[src/rtl/fnd_mode_scheduler.sv]
`default_nettype none
// ============================================================================
// Module   : fnd_mode_scheduler
// Purpose  : Chooses which data source the FND shows by driving the
//            fndController sw_mode mux code. It has three modes: manual
//            selection, timed auto-rotation over the sources whose data is
//            valid, and a temperature alert that overrides the display and
//            blinks it.
// Ports    : clk        - system clock
//            reset      - asynchronous reset, active low
//            tick_1ms   - 1 ms strobe (one clk wide)
//            auto_en    - 1 = auto-rotation, 0 = manual selection
//            sw_manual  - manual mode code
//            btn_next   - pulse: advance to the next valid source (AUTO only)
//            src_valid  - per-source valid: [0]msec_sec [1]min_hour
//                         [2]distance [3]temp [4]humi
//            temp       - current temperature
//            temp_upd   - pulse: temp holds a new sample
//            sw_mode    - registered mode code to the fndController mux
//            fnd_blank  - registered display blank (alert blink)
//            mode_chg   - registered pulse in the cycle sw_mode changes
// Revision : 1.0 - initial release
// ============================================================================
module fnd_mode_scheduler #(
    parameter int         DWELL_MS   = 3000,
    parameter int         ALERT_MS   = 5000,
    parameter int         BLINK_MS   = 250,
    parameter logic [4:0] TEMP_LIMIT = 5'd30
) (
    input  logic       clk,
    input  logic       reset,
    input  logic       tick_1ms,
    input  logic       auto_en,
    input  logic [2:0] sw_manual,
    input  logic       btn_next,
    input  logic [4:0] src_valid,
    input  logic [4:0] temp,
    input  logic       temp_upd,
    output logic [2:0] sw_mode,
    output logic       fnd_blank,
    output logic       mode_chg
);

    // A parameter of 1 would give a zero-width counter, so keep at least one bit.
    localparam int DW_W = (DWELL_MS > 1) ? $clog2(DWELL_MS) : 1;
    localparam int AL_W = (ALERT_MS > 1) ? $clog2(ALERT_MS) : 1;
    localparam int BL_W = (BLINK_MS > 1) ? $clog2(BLINK_MS) : 1;

    localparam logic [DW_W-1:0] c_dwell_last = DW_W'(DWELL_MS - 1);
    localparam logic [AL_W-1:0] c_alert_last = AL_W'(ALERT_MS - 1);
    localparam logic [BL_W-1:0] c_blink_last = BL_W'(BLINK_MS - 1);
    localparam logic [2:0]      c_temp_code  = 3'b100;
    localparam logic [2:0]      c_temp_idx   = 3'd3;

    typedef enum logic [1:0] {
        ST_MANUAL = 2'd0,
        ST_AUTO   = 2'd1,
        ST_ALERT  = 2'd2
    } state_t;

    state_t          r_state, w_state;
    logic [2:0]      r_idx, w_idx;
    logic [2:0]      r_sw_mode, w_sw_mode;
    logic            r_blank, w_blank;
    logic            r_mode_chg;
    logic [DW_W-1:0] r_dwell, w_dwell;
    logic [AL_W-1:0] r_alert, w_alert;
    logic [BL_W-1:0] r_blink, w_blink;

    logic            w_trig;
    logic            w_legal;
    logic [2:0]      w_adv_idx;

    function automatic logic [2:0] f_code(input logic [2:0] idx);
        case (idx)
            3'd1:    return 3'b001;
            3'd2:    return 3'b010;
            3'd3:    return 3'b100;
            3'd4:    return 3'b101;
            default: return 3'b000;
        endcase
    endfunction

    function automatic logic [2:0] f_idx(input logic [2:0] code);
        case (code)
            3'b001:  return 3'd1;
            3'b010:  return 3'd2;
            3'b100:  return 3'd3;
            3'b101:  return 3'd4;
            default: return 3'd0;
        endcase
    endfunction

    function automatic logic f_legal(input logic [2:0] code);
        return (code == 3'b000) || (code == 3'b001) || (code == 3'b010) ||
               (code == 3'b100) || (code == 3'b101);
    endfunction

    // First valid source after idx, wrapping mod 5. Scanning from the far end
    // lets the nearest hit overwrite the others; with no hit idx is kept.
    function automatic logic [2:0] f_next(input logic [2:0] idx, input logic [4:0] v);
        logic [2:0] r;
        logic [3:0] s;
        r = idx;
        for (int k = 4; k >= 1; k--) begin
            s = {1'b0, idx} + 4'(k);
            if (s >= 4'd5) s = s - 4'd5;
            if (v[s[2:0]]) r = s[2:0];
        end
        return r;
    endfunction

    assign w_trig    = temp_upd && (temp >= TEMP_LIMIT);
    assign w_legal   = f_legal(sw_manual);
    assign w_adv_idx = f_next(r_idx, src_valid);

    always_comb begin
        w_state   = r_state;
        w_idx     = r_idx;
        w_sw_mode = r_sw_mode;
        w_blank   = r_blank;
        w_dwell   = r_dwell;
        w_alert   = r_alert;
        w_blink   = r_blink;

        if (r_state == ST_ALERT) begin
            // The blink phase runs through retriggers; only the exit forces it off.
            if (tick_1ms) begin
                if (r_blink == c_blink_last) begin
                    w_blink = '0;
                    w_blank = ~r_blank;
                end else begin
                    w_blink = r_blink + 1'b1;
                end
            end
            if (w_trig) begin
                w_alert = '0;
            end else if (tick_1ms) begin
                if (r_alert == c_alert_last) begin
                    w_alert = '0;
                    w_blink = '0;
                    w_blank = 1'b0;
                    w_dwell = '0;
                    if (auto_en) begin
                        w_state = ST_AUTO;
                        w_idx   = c_temp_idx;
                    end else begin
                        w_state   = ST_MANUAL;
                        w_sw_mode = w_legal ? sw_manual : c_temp_code;
                    end
                end else begin
                    w_alert = r_alert + 1'b1;
                end
            end
        end else if (w_trig) begin
            w_state   = ST_ALERT;
            w_idx     = c_temp_idx;
            w_sw_mode = c_temp_code;
            w_blank   = 1'b0;
            w_alert   = '0;
            w_blink   = '0;
        end else if (r_state == ST_MANUAL) begin
            w_dwell = '0;
            if (auto_en) begin
                // Continue rotating from whatever is on screen now.
                w_state = ST_AUTO;
                w_idx   = f_idx(r_sw_mode);
            end else if (w_legal) begin
                w_sw_mode = sw_manual;
            end
        end else begin
            if (!auto_en) begin
                w_state = ST_MANUAL;
                w_dwell = '0;
                if (w_legal) w_sw_mode = sw_manual;
            end else if (btn_next || ((src_valid != 5'd0) && !src_valid[r_idx])) begin
                // A source losing its data is skipped immediately, like a button press.
                w_idx     = w_adv_idx;
                w_sw_mode = f_code(w_adv_idx);
                w_dwell   = '0;
            end else if (tick_1ms) begin
                if (r_dwell == c_dwell_last) begin
                    w_idx     = w_adv_idx;
                    w_sw_mode = f_code(w_adv_idx);
                    w_dwell   = '0;
                end else begin
                    w_dwell = r_dwell + 1'b1;
                end
            end
        end
    end

    always_ff @(posedge clk or negedge reset) begin
        if (!reset) begin
            r_state    <= ST_MANUAL;
            r_idx      <= 3'd0;
            r_sw_mode  <= 3'b000;
            r_blank    <= 1'b0;
            r_mode_chg <= 1'b0;
            r_dwell    <= '0;
            r_alert    <= '0;
            r_blink    <= '0;
        end else begin
            r_state    <= w_state;
            r_idx      <= w_idx;
            r_sw_mode  <= w_sw_mode;
            r_blank    <= w_blank;
            r_mode_chg <= (w_sw_mode != r_sw_mode);
            r_dwell    <= w_dwell;
            r_alert    <= w_alert;
            r_blink    <= w_blink;
        end
    end

    assign sw_mode   = r_sw_mode;
    assign fnd_blank = r_blank;
    assign mode_chg  = r_mode_chg;

endmodule
`default_nettype wire

[config.mk]
export PLATFORM = sky130hd
export DESIGN_NAME = fnd_mode_scheduler
export DESIGN_NICKNAME = d
export VERILOG_FILES = /design/src/rtl/fnd_mode_scheduler.sv
export SDC_FILE = /design/constraint.sdc
export NUM_CORES = 1
export LEC_CHECK = 0
export ABC_CLOCK_PERIOD_IN_PS = 4460
export BUFFER_PORTS_ARGS = -buffer_cell sky130_fd_sc_hd__buf_2
export CORE_MARGIN = 1.5
export CORE_UTILIZATION = 31
export DETAILED_ROUTE_END_ITERATION = 6
export GPL_ROUTABILITY_DRIVEN = 0
export PLACE_DENSITY = 0.51
export REMOVE_ABC_BUFFERS = 1
export SYNTH_ARGS = -nofsm -noshare
export SYNTH_HDL_FRONTEND = slang
export SYNTH_SLANG_ARGS = --single-unit
[constraint.sdc]
create_clock -name clk -period 4.46 [get_ports clk]
set_input_delay 0.892 -clock clk [delete_from_list [all_inputs] [get_ports clk]]
set_output_delay 0.892 -clock clk [all_outputs]
set_load 0.05 [all_outputs]
==> summary.md <==
| Metric | Value |
|---|---|
| Count of final max-slew check failures | `0` |
| Number of global-route vias before repair | `about 3,300` |
| Fraction of registers with async set/reset | `100.0%` |
| Commonest cells in the netlist | `sky130_fd_sc_hd__o21ai_0, sky130_fd_sc_hd__nand2_1, sky130_fd_sc_hd__dfrtp_1` |
| Port Buffers | `22` |
| Area share of the largest cell type after synthesis | `28.65%` |
| Number of warning messages in the yosys log | `0` |
| Relative max-transition margin | `32.32%` |
| Post-placement cell count | `612` |
| Die height | `roughly 110 µm` |
| Die X-Extent | `between 100 and 150 µm` |
| Min-delay worst type | `reg2reg` |
| WS Path Type | `reg2reg` |
| Required time of the critical path | `about 4.6 ns` |
| Number of antenna violations at the first check in global routing | `0` |
| Filler cells | `1,284` |
| Library cell used as clock root buffer | `sky130_fd_sc_hd__clkbuf_16` |
| DRT antenna net count | `0` |
| Non-filler instance count after layout | `slightly above 600` |
| Post-Route Skew | `around 0.0040 ns` |
| Cts hold-fix bufs | `0` |
| Nets | `between 500 and 600` |
| Portion of the clock cycle consumed by the worst path in the final layout | `approximately 84%` |
| Sequential cell area fraction in the yosys report | `between 20 and 30%` |
| Buffers inserted during post-CTS setup optimization | `0` |
| Power density over the cells | `between 600 and 700 nW/µm²` |
| DP Wirelength | `roughly 7000 µm` |
| Wire length of the first global-routing pass | `approximately 16,000 µm` |
| Crit path from | `r_idx[1]$_DFFE_PN0P_` |
| Top-level port count | `24` |
| Setup repair after global routing missed its margin | `false` |
| Maximum number of pins on one net before global-route repair | `44` |
| IR drop worst, VDD | `roughly 220 µV` |
| Placeable Area | `around 12,000 µm²` |
| Die footprint | `around 13,000 µm²` |
| Max Clock Freq | `268.4 MHz` |
| Maximum number of buffers from clock root to sink | `2` |
| Worst flop-to-flop path startpoint | `r_idx[1]$_DFFE_PN0P_` |
| Site Rows | `40` |
| FF-to-FF setup slack | `~0.73 ns` |
| Transition time of the tightest slew-check pin | `between 1 and 1.5 ns` |
| Effective utilization at floorplan | `between 30% and 40%` |
| DR WL/cell | `roughly 15 µm` |
| H-tree level count | `2` |
| Count of flip-flops with a built-in enable after synthesis | `0` |
| CTS buffer count | `5` |
| CP Capture Type | `flop` |
| CTS clock-pin slew for the worst setup and hold paths | `0.06 ns` |
| Gate count of the mapped netlist | `455` |
| Netlist area before placement | `~3800 µm²` |
| Global Route Usage Sum | `between 10% and 20%` |
| Inserted Diodes | `0` |
| Minimum clock period after layout | `approximately 3.7 ns` |
| TritonRoute pass-1 iters | `4` |
| R2R Path End | `mode_chg$_DFF_PN0_` |
| Max Fanout on Critical Path | `7` |
| Number of setup violations in the final report | `0` |
| Wirelength, routed | `between 9000 and 10,000 µm` |
| Final-report hold violation count | `0` |
| Dominant cell type by area after synthesis | `sky130_fd_sc_hd__dfrtp_1` |
| Per-instance average area after synthesis | `just over 8 µm²` |
| Critical path launch point type | `flop` |
| Post-cts resize count | `0` |
| DRC violation total after the first TritonRoute iteration | `170` |
| Dominant cell by count in the synthesized netlist | `sky130_fd_sc_hd__o21ai_0` |
| Grt total ovfl | `0` |
| Top_reg_cell synth | `sky130_fd_sc_hd__dfrtp_1` |
| Timing endpoint of the critical path | `mode_chg$_DFF_PN0_` |
| Number of clock sinks | `between 40 and 50` |
| Flip-flop and latch count after synthesis | `43` |
| Hold WS | `roughly 0.5 ns` |
| Cell types with the largest area share after synthesis | `sky130_fd_sc_hd__dfrtp_1, sky130_fd_sc_hd__o21ai_0, sky130_fd_sc_hd__nand2_1` |
| Setup total negative slack | `0 ns` |
| Number of library cell types mapped by synthesis | `slightly above 80` |
| Fraction of final layout cells sized beyond drive strength 1 | `between 10% and 20%` |
| Number of cells traversed by the worst register-to-register path | `13` |
| Status | `complete, no violations` |
| Max capacitance violation total | `0` |
| DR DRC count | `0` |
| Routed via count divided by cell count | `approximately 5.5` |
| Arrival time worst endpoint | `a little under 4 ns` |
| Via count of the routed design | `approximately 3,400` |
| Total leakage power | `1.697 nW` |
| Latest clock arrival within the worst-skew pair | `0.29 ns` |
| Clock tree from TritonCTS | `built` |
| Area delta synth->final | `9.327%` |
==> metrics by stage <==
stage	area [µm²]	power, mW	worst slack [ns]	util, %
3_3_place_gp	3958	2.291	0.7558	33.22
4_1_cts	4106	2.709	0.7105	34.47
6_report	4106	2.687	0.7347	34.47
2_1_floorplan	3633	1.941	0.6860	-
3_5_place_dp	3958	2.322	0.7213	33.22
5_1_grt	4106	2.911	0.4149	34.47
==> worst max-delay path, stage by stage (launching register included) <==
cell and delay [ns]:
sky130_fd_sc_hd__dfrtp_1 0.37, sky130_fd_sc_hd__inv_1 0.21, sky130_fd_sc_hd__ha_1 0.33, sky130_fd_sc_hd__ha_1 0.33
sky130_fd_sc_hd__a21boi_4 0.26, sky130_fd_sc_hd__mux2_4 0.33, sky130_fd_sc_hd__a311oi_2 0.38, sky130_fd_sc_hd__a32oi_1 0.23
sky130_fd_sc_hd__a221oi_2 0.36, sky130_fd_sc_hd__a211oi_2 0.08, sky130_fd_sc_hd__o21ai_1 0.24, sky130_fd_sc_hd__a211oi_1 0.11
sky130_fd_sc_hd__a221oi_1 0.23, sky130_fd_sc_hd__nand4_1 0.13
==> logic make-up (layout without fill, tap and decap cells) <==
logic type | after synthesis | after routing | share of synthesized area [%]
AND/OR/NAND/NOR | 198 | 198 | 28.38
AO/OA/AOI/OAI | 139 | 139 | 25.35
flip-flops | 43 | 43 | 28.65
buffers and inverters | 35 | 53 | 5.163
multiplexers | 16 | 16 | 5.263
adder cells (fa/ha/maj) | 14 | 14 | 4.864
XOR/XNOR | 10 | 10 | 2.332
==> final cells by class <==
cell class	count	area, µm²	share of cell area (%)
Multi-Input combinational cell	377	2486	60.54
Tap cell	147	183.9	4.479
Timing Repair Buffer	26	140.1	3.413
Inverter	19	71.32	1.737
Sequential cell	43	1076	26.20
Clock buffer	5	125.1	3.047
Clock inverter	3	23.77	0.5789
==> per-layer routing <==
layer	vias to the layer above	global-route usage [%]	share of wire [%]
met5	-	0	0
met4	0	3.417	0.86
met3	7	1.928	3.0
met2	41	27.03	50
met1	1670	19.07	46
li1	1713	-	-
==> flip-flops by register name (all words and copies together) (netlist names) <==
signal and flops:
r_alert 13, r_dwell 12, r_blink 8, r_idx 3, sw_mode 3, r_state 2, fnd_blank 1, mode_chg 1
==> worst min-delay path by stage <==
stage | slack, ns | start | cells past startpoint | end
2_1_floorplan | 0.45 | r_blink[6]$_DFFE_PN0P_ | 1 | r_blink[6]$_DFFE_PN0P_
3_3_place_gp | 0.47 | r_blink[6]$_DFFE_PN0P_ | 1 | r_blink[6]$_DFFE_PN0P_
3_5_place_dp | 0.48 | r_blink[6]$_DFFE_PN0P_ | 1 | r_blink[6]$_DFFE_PN0P_
4_1_cts | 0.49 | r_blink[6]$_DFFE_PN0P_ | 1 | r_blink[6]$_DFFE_PN0P_
5_1_grt | 0.52 | r_blink[6]$_DFFE_PN0P_ | 1 | r_blink[6]$_DFFE_PN0P_
6_report | 0.49 | r_blink[6]$_DFFE_PN0P_ | 1 | r_blink[6]$_DFFE_PN0P_
==> placed cells by master, fill, tap and decap left out, drive strengths merged, types with 7 or more instances in the layout <==
master / Yosys / layout
a21oi: 26 / 26
nor3: 13 / 13
nor2b: 10 / 10
ha: 13 / 13
inv: 19 / 20
nor2: 40 / 40
nand3: 17 / 17
xnor2: 9 / 9
nand2: 49 / 49
a31oi: 10 / 10
buf: 6 / 26
mux2i: 10 / 10
dfrtp: 43 / 43
and2: 7 / 7
nand4: 12 / 12
and3: 12 / 12
o21ai: 59 / 59
==> report_power, final <==
| group | total, mW | internal [mW] | switching, mW |
|---|---|---|---|
| clock | 0.373 | 0.210 | 0.164 |
| sequential | 0.497 | 0.429 | 0.0688 |
| combinational | 1.82 | 0.756 | 1.06 |
| total | 2.69 | 1.39 | 1.29 |
Power figures use the tool's default switching activity.
